--- src/rtl/bus_txn_arbiter_if.sv ---
// Requester, bus-issue, bus-response and completion signals of the transaction arbiter.
// Pure wiring: no latency of its own.
// Backpressure: bus_ready stalls an issued request; requesters wait for a req_ready pulse.
interface bus_txn_arbiter_if #(
    parameter int NUM_REQ = 4
);
    logic [NUM_REQ-1:0]    req_valid;
    logic [2*NUM_REQ-1:0]  req_cmd;
    logic [8*NUM_REQ-1:0]  req_addr;
    logic [32*NUM_REQ-1:0] req_data;
    logic [NUM_REQ-1:0]    req_ready;

    logic                  bus_valid;
    logic [1:0]            bus_cmd;
    logic [7:0]            bus_addr;
    logic [31:0]           bus_data;
    logic [3:0]            bus_id;
    logic                  bus_ready;

    logic                  resp_valid;
    logic [3:0]            resp_id;
    logic [31:0]           resp_data;
    logic                  resp_error;

    logic [NUM_REQ-1:0]    done_valid;
    logic [31:0]           done_data;
    logic                  done_error;

    modport master (
        input  req_valid, req_cmd, req_addr, req_data,
        input  bus_ready,
        input  resp_valid, resp_id, resp_data, resp_error,
        output req_ready,
        output bus_valid, bus_cmd, bus_addr, bus_data, bus_id,
        output done_valid, done_data, done_error
    );

    modport slave (
        output req_valid, req_cmd, req_addr, req_data,
        output bus_ready,
        output resp_valid, resp_id, resp_data, resp_error,
        input  req_ready,
        input  bus_valid, bus_cmd, bus_addr, bus_data, bus_id,
        input  done_valid, done_data, done_error
    );
endinterface

--- src/rtl/bus_txn_arbiter.sv ---
// Round-robin arbiter issuing one tagged bus transaction at a time, with response timeout.
// Latency: grant in the IDLE cycle, bus_valid the next cycle, completion pulse on matching response.
// Backpressure: request held on the bus until bus_ready; no new grant until the transaction completes.
module bus_txn_arbiter #(
    parameter int NUM_REQ = 4,
    parameter int TIMEOUT = 255
) (
    input  logic              clk,
    input  logic              rst,
    input  logic              err_clear,
    output logic [1:0]        state,
    bus_txn_arbiter_if.master bif
);
    localparam int PW = (NUM_REQ > 1) ? $clog2(NUM_REQ) : 1;
    localparam logic [7:0] TIMEOUT_CNT = 8'(TIMEOUT);
    localparam logic [1:0] CMD_WRITE   = 2'd1;
    localparam logic [1:0] CMD_ILLEGAL = 2'd3;

    typedef enum logic [1:0] {
        ST_IDLE   = 2'd0,
        ST_ACTIVE = 2'd1,
        ST_WAIT   = 2'd2,
        ST_ERROR  = 2'd3
    } state_e;

    typedef struct packed {
        logic [1:0]  cmd;
        logic [7:0]  addr;
        logic [31:0] data;
    } hdr_t;

    state_e        state_q, state_d;
    logic [PW-1:0] rr_ptr_q, rr_ptr_d;
    logic [PW-1:0] gnt_q, gnt_d;
    logic [3:0]    tag_q, tag_d;
    logic [3:0]    id_q, id_d;
    logic [7:0]    cnt_q, cnt_d;
    hdr_t          hdr_q, hdr_d;

    logic               gnt_found;
    logic [PW-1:0]      gnt_idx;
    logic [PW-1:0]      cand;
    logic               resp_match;
    logic [NUM_REQ-1:0] req_ready_c;
    logic [NUM_REQ-1:0] done_valid_c;
    logic [31:0]        done_data_c;
    logic               done_error_c;
    logic               bus_valid_c;

    // First requesting index strictly after the last grant, wrapping around.
    always_comb begin
        gnt_found = 1'b0;
        gnt_idx   = '0;
        cand      = '0;
        for (int i = 1; i <= NUM_REQ; i++) begin
            cand = PW'((int'(rr_ptr_q) + i) % NUM_REQ);
            if (!gnt_found && bif.req_valid[cand]) begin
                gnt_found = 1'b1;
                gnt_idx   = cand;
            end
        end
    end

    always_comb begin
        state_d      = state_q;
        rr_ptr_d     = rr_ptr_q;
        gnt_d        = gnt_q;
        tag_d        = tag_q;
        id_d         = id_q;
        cnt_d        = cnt_q;
        hdr_d        = hdr_q;
        req_ready_c  = '0;
        done_valid_c = '0;
        done_data_c  = '0;
        done_error_c = 1'b0;
        bus_valid_c  = 1'b0;
        resp_match   = bif.resp_valid && (bif.resp_id == id_q);

        case (state_q)
            ST_IDLE: begin
                if (gnt_found) begin
                    req_ready_c[gnt_idx] = 1'b1;
                    rr_ptr_d   = gnt_idx;
                    gnt_d      = gnt_idx;
                    id_d       = tag_q;
                    tag_d      = tag_q + 4'd1;
                    hdr_d.cmd  = bif.req_cmd[2*gnt_idx +: 2];
                    hdr_d.addr = bif.req_addr[8*gnt_idx +: 8];
                    hdr_d.data = bif.req_data[32*gnt_idx +: 32];
                    state_d    = ST_ACTIVE;
                end
            end
            ST_ACTIVE: begin
                if (hdr_q.cmd == CMD_ILLEGAL) begin
                    done_valid_c[gnt_q] = 1'b1;
                    done_error_c        = 1'b1;
                    state_d             = ST_ERROR;
                end else begin
                    bus_valid_c = 1'b1;
                    if (bif.bus_ready) begin
                        cnt_d   = '0;
                        state_d = ST_WAIT;
                    end
                end
            end
            ST_WAIT: begin
                // A matching response takes priority over an expiring timeout.
                if (resp_match) begin
                    done_valid_c[gnt_q] = 1'b1;
                    done_data_c         = bif.resp_data;
                    done_error_c        = bif.resp_error;
                    state_d             = bif.resp_error ? ST_ERROR : ST_IDLE;
                end else if (cnt_q == TIMEOUT_CNT) begin
                    done_valid_c[gnt_q] = 1'b1;
                    done_error_c        = 1'b1;
                    state_d             = ST_ERROR;
                end else begin
                    cnt_d = cnt_q + 8'd1;
                end
            end
            ST_ERROR: begin
                if (err_clear) begin
                    state_d = ST_IDLE;
                end
            end
            default: state_d = ST_IDLE;
        endcase
    end

    always_ff @(posedge clk) begin
        if (rst) begin
            state_q  <= ST_IDLE;
            rr_ptr_q <= PW'(NUM_REQ - 1);
            gnt_q    <= '0;
            tag_q    <= '0;
            id_q     <= '0;
            cnt_q    <= '0;
            hdr_q    <= '0;
        end else begin
            state_q  <= state_d;
            rr_ptr_q <= rr_ptr_d;
            gnt_q    <= gnt_d;
            tag_q    <= tag_d;
            id_q     <= id_d;
            cnt_q    <= cnt_d;
            hdr_q    <= hdr_d;
        end
    end

    // Outputs are forced quiet while reset is asserted, even before the first reset edge.
    assign bif.req_ready  = rst ? '0 : req_ready_c;
    assign bif.done_valid = rst ? '0 : done_valid_c;
    assign bif.done_data  = rst ? '0 : done_data_c;
    assign bif.done_error = rst ? 1'b0 : done_error_c;
    assign bif.bus_valid  = rst ? 1'b0 : bus_valid_c;
    assign bif.bus_cmd    = rst ? '0 : hdr_q.cmd;
    assign bif.bus_addr   = rst ? '0 : hdr_q.addr;
    assign bif.bus_data   = (rst || hdr_q.cmd != CMD_WRITE) ? '0 : hdr_q.data;
    assign bif.bus_id     = rst ? '0 : id_q;
    assign state          = state_q;
endmodule

--- src/flat_wrapper.sv ---
// flat-port wrapper written by rule: the top's interface ports become plain ports
module bus_txn_arbiter_flat 
#(
    parameter int NUM_REQ = 4,
    parameter int TIMEOUT = 255
)
  (clk, rst, err_clear, state, bif_req_valid, bif_req_cmd, bif_req_addr, bif_req_data, bif_bus_ready, bif_resp_valid, bif_resp_id, bif_resp_data, bif_resp_error, bif_req_ready, bif_bus_valid, bif_bus_cmd, bif_bus_addr, bif_bus_data, bif_bus_id, bif_done_valid, bif_done_data, bif_done_error);
  bus_txn_arbiter_if #(.NUM_REQ(NUM_REQ)) bif_i ();
  input  logic clk;
  input  logic rst;
  input  logic err_clear;
  output logic [1:0] state;
  input wire logic [$bits(bif_i.req_valid)-1:0] bif_req_valid;
  input wire logic [$bits(bif_i.req_cmd)-1:0] bif_req_cmd;
  input wire logic [$bits(bif_i.req_addr)-1:0] bif_req_addr;
  input wire logic [$bits(bif_i.req_data)-1:0] bif_req_data;
  input wire logic [$bits(bif_i.bus_ready)-1:0] bif_bus_ready;
  input wire logic [$bits(bif_i.resp_valid)-1:0] bif_resp_valid;
  input wire logic [$bits(bif_i.resp_id)-1:0] bif_resp_id;
  input wire logic [$bits(bif_i.resp_data)-1:0] bif_resp_data;
  input wire logic [$bits(bif_i.resp_error)-1:0] bif_resp_error;
  output wire logic [$bits(bif_i.req_ready)-1:0] bif_req_ready;
  output wire logic [$bits(bif_i.bus_valid)-1:0] bif_bus_valid;
  output wire logic [$bits(bif_i.bus_cmd)-1:0] bif_bus_cmd;
  output wire logic [$bits(bif_i.bus_addr)-1:0] bif_bus_addr;
  output wire logic [$bits(bif_i.bus_data)-1:0] bif_bus_data;
  output wire logic [$bits(bif_i.bus_id)-1:0] bif_bus_id;
  output wire logic [$bits(bif_i.done_valid)-1:0] bif_done_valid;
  output wire logic [$bits(bif_i.done_data)-1:0] bif_done_data;
  output wire logic [$bits(bif_i.done_error)-1:0] bif_done_error;
  assign bif_i.req_valid = bif_req_valid;
  assign bif_i.req_cmd = bif_req_cmd;
  assign bif_i.req_addr = bif_req_addr;
  assign bif_i.req_data = bif_req_data;
  assign bif_i.bus_ready = bif_bus_ready;
  assign bif_i.resp_valid = bif_resp_valid;
  assign bif_i.resp_id = bif_resp_id;
  assign bif_i.resp_data = bif_resp_data;
  assign bif_i.resp_error = bif_resp_error;
  assign bif_req_ready = bif_i.req_ready;
  assign bif_bus_valid = bif_i.bus_valid;
  assign bif_bus_cmd = bif_i.bus_cmd;
  assign bif_bus_addr = bif_i.bus_addr;
  assign bif_bus_data = bif_i.bus_data;
  assign bif_bus_id = bif_i.bus_id;
  assign bif_done_valid = bif_i.done_valid;
  assign bif_done_data = bif_i.done_data;
  assign bif_done_error = bif_i.done_error;
  bus_txn_arbiter #(.NUM_REQ(NUM_REQ), .TIMEOUT(TIMEOUT)) u_core (.clk(clk), .rst(rst), .err_clear(err_clear), .state(state), .bif(bif_i));
endmodule
--- config.mk ---
export PLATFORM = sky130hd
export DESIGN_NAME = bus_txn_arbiter_flat
export DESIGN_NICKNAME = d
export VERILOG_FILES = /design/src/rtl/bus_txn_arbiter_if.sv /design/src/rtl/bus_txn_arbiter.sv /design/src/flat_wrapper.sv
export SDC_FILE = /design/constraint.sdc
export NUM_CORES = 1
export LEC_CHECK = 0
export CAP_MARGIN = 20
export CORE_AREA = 5 5 116 118
export CTS_BUF_LIST = sky130_fd_sc_hd__clkbuf_8
export DETAILED_ROUTE_END_ITERATION = 12
export DIE_AREA = 0 0 121 123
export GPL_ROUTABILITY_DRIVEN = 0
export PLACE_DENSITY = 0.8
export SLEW_MARGIN = 20
export SYNTH_ARGS = -nofsm -noshare
export SYNTH_HDL_FRONTEND = slang
export SYNTH_SLANG_ARGS = --single-unit
export TNS_END_PERCENT = 20
--- constraint.sdc ---
create_clock -name clk -period 2.35 [get_ports clk]
set_input_delay 0.47 -clock clk [delete_from_list [all_inputs] [get_ports clk]]
set_output_delay 0.47 -clock clk [all_outputs]
set_load 0.05 [all_outputs]
==> results.ini <==
[floorplan]
placementRows = 41
coreArea_mm2 = 0.0124
io_pins = 304
die_width_um = 121
start_util_pct = 35.1
die_area_mm2 = 0.0149
fp.dieH_um = 123

[cts]
cts-htree-levels = 3
cts_buffers = 9
root_buffer = clkbuf_8
hold_buffers = 0
clkTransAtPathRegs_ns = 0.08
cts_buffer_depth = 2
cts_tree = yes
clock-sinks = 64
clk_latency_ns = 0.33

[global_routing]
antenna_found_initial = 0
grtUsageMet2_pct = 51.4
grt_util_met3_pct = 7.00
busiest_layer = met2
grt_max_degree = 34
grt_pass1_vias = 5832
grt_usage_pct = 26.0
grt-ovfl-total = 0
grt_pass1_wl_um = 30500
use_met1_pct = 26.2

[worst_setup_path]
cp_max_fo = 8
critPathBufInv = 4
worst_path_most_repeated_cell = buf_6
cpLargestDelayFamily = buffers and inverters
critPathMaxStageDelay_ns = 0.37
rr_startpoint = u_core.rr_ptr_q[0]$_SDFFE_PP1P_
path_class = reg2out
arrival_ns = 1.94
start_kind = flop
crit_required_ns = 1.88
rr_worst_depth = 6
critPathCaptureType = primary output
r2r_end = u_core.hdr_q[10]$_SDFFE_PP0P_
cp_cell_sequence = xnor2_4 -> nand3_4 -> buf_6 -> nor4_4 -> buf_6 -> buf_8 -> and2_4 -> buf_12
cp_slowest_cell = dfxtp_4
reg2reg_slack_ns = 0.15

[sta]
setup_viol = 33
relSlewSlack_pct = 31.2
timing.final.max_slew_violations = 0
min_period_ns = 2.41
fin_setup_tns_ns = -1.42
tightest_slew_ns = 1.03
finalCritPeriodShare_pct = 103
fmax_mhz = 414
fin_ws_ns = -0.0643
finalHoldViolCount = 0
rsz0062_at_grt = true
clock_skew_ns = 0.0151

[drt]
vias = 5396
drc = 0
wirelength_um = 20400
first_pass_iters = 5
via_per_inst = 5.32
drt_iter0_drc = 218
final_antenna_net_count = 0
wire_per_inst_um = 20.1

[placed_design]
dp_slack_ns = -0.505
port_buffers = 303
dpl-instance-area_mm2 = 0.00869
dp_hpwl_um = 15600

[worst_hold_path]
hp-class = reg2reg
worstHoldStart = u_core.hdr_q[29]$_SDFFE_PP0P_
hold_path_depth = 2
whs_endpoint = u_core.hdr_q[29]$_SDFFE_PP0P_

[layout]
ff_latch_area_mm2 = 0.00130
fillers = 814
final_common_cell = clkdlybuf4s50_1
drive_above_1_share_pct = 36.9
stdcell_area_mm2 = 0.00948
fin_nets = 1059
areaGrowthSynthToFinish_pct = 119
final_cell_mix = 205 x clkdlybuf4s50_1, 90 x buf_12, 64 x and2_4
multiInputGateArea_mm2 = 0.00326
antenna_cells = 0

[yosys]
synth_area_mm2 = 0.00433
synth_top_area_cell = dfxtp_1
ys.flop_type = dfxtp_1
postSynth.asyncResetShare_pct = 0
yosys-top-cells-area = dfxtp_1 30%, and2_1 9.7%, mux2i_1 9.5%, a221o_1 5.3%, mux2_2 5.2%
ys_types = 53
synth_warnings = 0
synth_top_area_share_pct = 29.6
yosysSeqAreaShare_pct = 29.6
syn_avg_cell_area_um2 = 8.70
synth_nets = 719
ys_ff_latch = 64
synth_edf_count = 0
synthCells = 498

[pwr]
p_leak_nw = 3.80
p_per_area_mw_per_mm2 = 713
peakVddDrop_mv = 0.484
total_power_w = 0.00677

[status]
failed_checks = negative setup slack
status = finished, violations left

[job]
drv_cap = 0

==> cells by family after synthesis <==
| kind of cell | share of synthesized area [%] |
|---|---|
| XOR/XNOR | 1.41 |
| multiplexers | 16.4 |
| flip-flops | 29.6 |
| AND/OR/NAND/NOR | 24.0 |
| AO/OA/AOI/OAI | 21.3 |
| adder cells (fa/ha/maj) | 2.02 |
| buffers and inverters | 5.25 |
==> tightest hold or removal path, stage by stage (launching register included) <==
cell and delay, ns:
dfxtp_1 0.32, nand2_1 0.05, o221ai_1 0.06
==> synthesized netlist by cell type, types with 2 or more instances <==
| cell type | number |
|---|---|
| a221o_1 | 23 |
| dfxtp_1 | 64 |
| clkbuf_1 | 18 |
| buf_4 | 2 |
| nor4_1 | 2 |
| a31oi_1 | 3 |
| xor2_1 | 2 |
| or2_2 | 2 |
| mux2_2 | 20 |
| or3_1 | 4 |
| nor2b_1 | 19 |
| or4_1 | 3 |
| ha_1 | 7 |
| o21bai_1 | 3 |
| a21oi_1 | 20 |
| o31ai_1 | 3 |
| inv_1 | 8 |
| o221ai_1 | 19 |
| o311ai_0 | 2 |
| nor3_1 | 4 |
| nand2_1 | 44 |
| mux2i_1 | 41 |
| nor2_1 | 18 |
| and3_1 | 2 |
| xnor2_1 | 5 |
| buf_1 | 2 |
| nand3_1 | 16 |
| o211ai_1 | 4 |
| mux2_4 | 5 |
| buf_6 | 6 |
| a21boi_1 | 2 |
| a32o_1 | 11 |
| buf_2 | 8 |
| nand2b_1 | 2 |
| and2_1 | 67 |
| nand4_1 | 2 |
| o21ai_0 | 18 |
| nor3b_1 | 2 |
==> repair_timing <==
action                     in CTS  in global routing
gates cloned                    5                  0
pin swaps                      32                 13
setup buffers                  14                  1
setup endpoints to repair      77                 57
resized for setup             143                 19
==> how the worst max path moves through the flow <==
stage / from / to / slack [ns] / depth (start not counted)
after floorplan: bif_req_valid[1] / bif_req_ready[3] / -0.12 / 6
after global placement: bif_resp_id[3] / bif_done_valid[2] / -0.46 / 7
after detailed placement: bif_resp_id[3] / bif_done_valid[1] / -0.51 / 7
after CTS: u_core.id_q[3]$_SDFFE_PP0P_ / bif_done_data[7] / -0.03 / 8
after global routing: u_core.id_q[0]$_SDFFE_PP0P_ / bif_done_data[6] / -0.14 / 8
final: u_core.id_q[0]$_SDFFE_PP0P_ / bif_done_data[6] / -0.06 / 8
==> report_power, final <==
group          switching, W  internal, W  total [W]
registers          0.000341      0.00152    0.00186
logic               0.00197      0.00207    0.00404
clock network      0.000433     0.000430   0.000863
total               0.00274      0.00403    0.00677
==> sequential cells by signal (all words and copies together), names as in the netlist <==
| signal | flops |
|---|---|
| u_core.cnt_q | 8 |
| u_core.gnt_q | 2 |
| u_core.hdr_q | 42 |
| u_core.id_q | 4 |
| u_core.rr_ptr_q | 2 |
| u_core.state | 2 |
| u_core.tag_q | 4 |
==> through the flow <==
step | hold WS (ns) | utilization [%] | std cells
after detailed placement | 0.444 | 70.3 | 979
after global placement | 0.434 | 70.3 | 979
after floorplan | 0.424 | - | 498
final | 0.466 | 76.7 | 1015
after CTS | 0.467 | 76.0 | 1014
after global routing | 0.505 | 76.7 | 1015
==> per-layer routing <==
layer,share of wire [%],up-vias
li1,-,2515
met1,35,2567
met2,54,284
met3,8.4,30
met4,2.9,0
met5,0,-
==> cell type report <==
cell class / instances / area share (%)
tap: 172 / 2.27
multi-input combinational: 390 / 34.4
sequential: 64 / 13.7
inverter: 8 / 0.369
timing repair buffer: 365 / 47.4
clock buffer: 11 / 1.60
clock inverter: 5 / 0.264
Power figures use the tool's default switching activity.
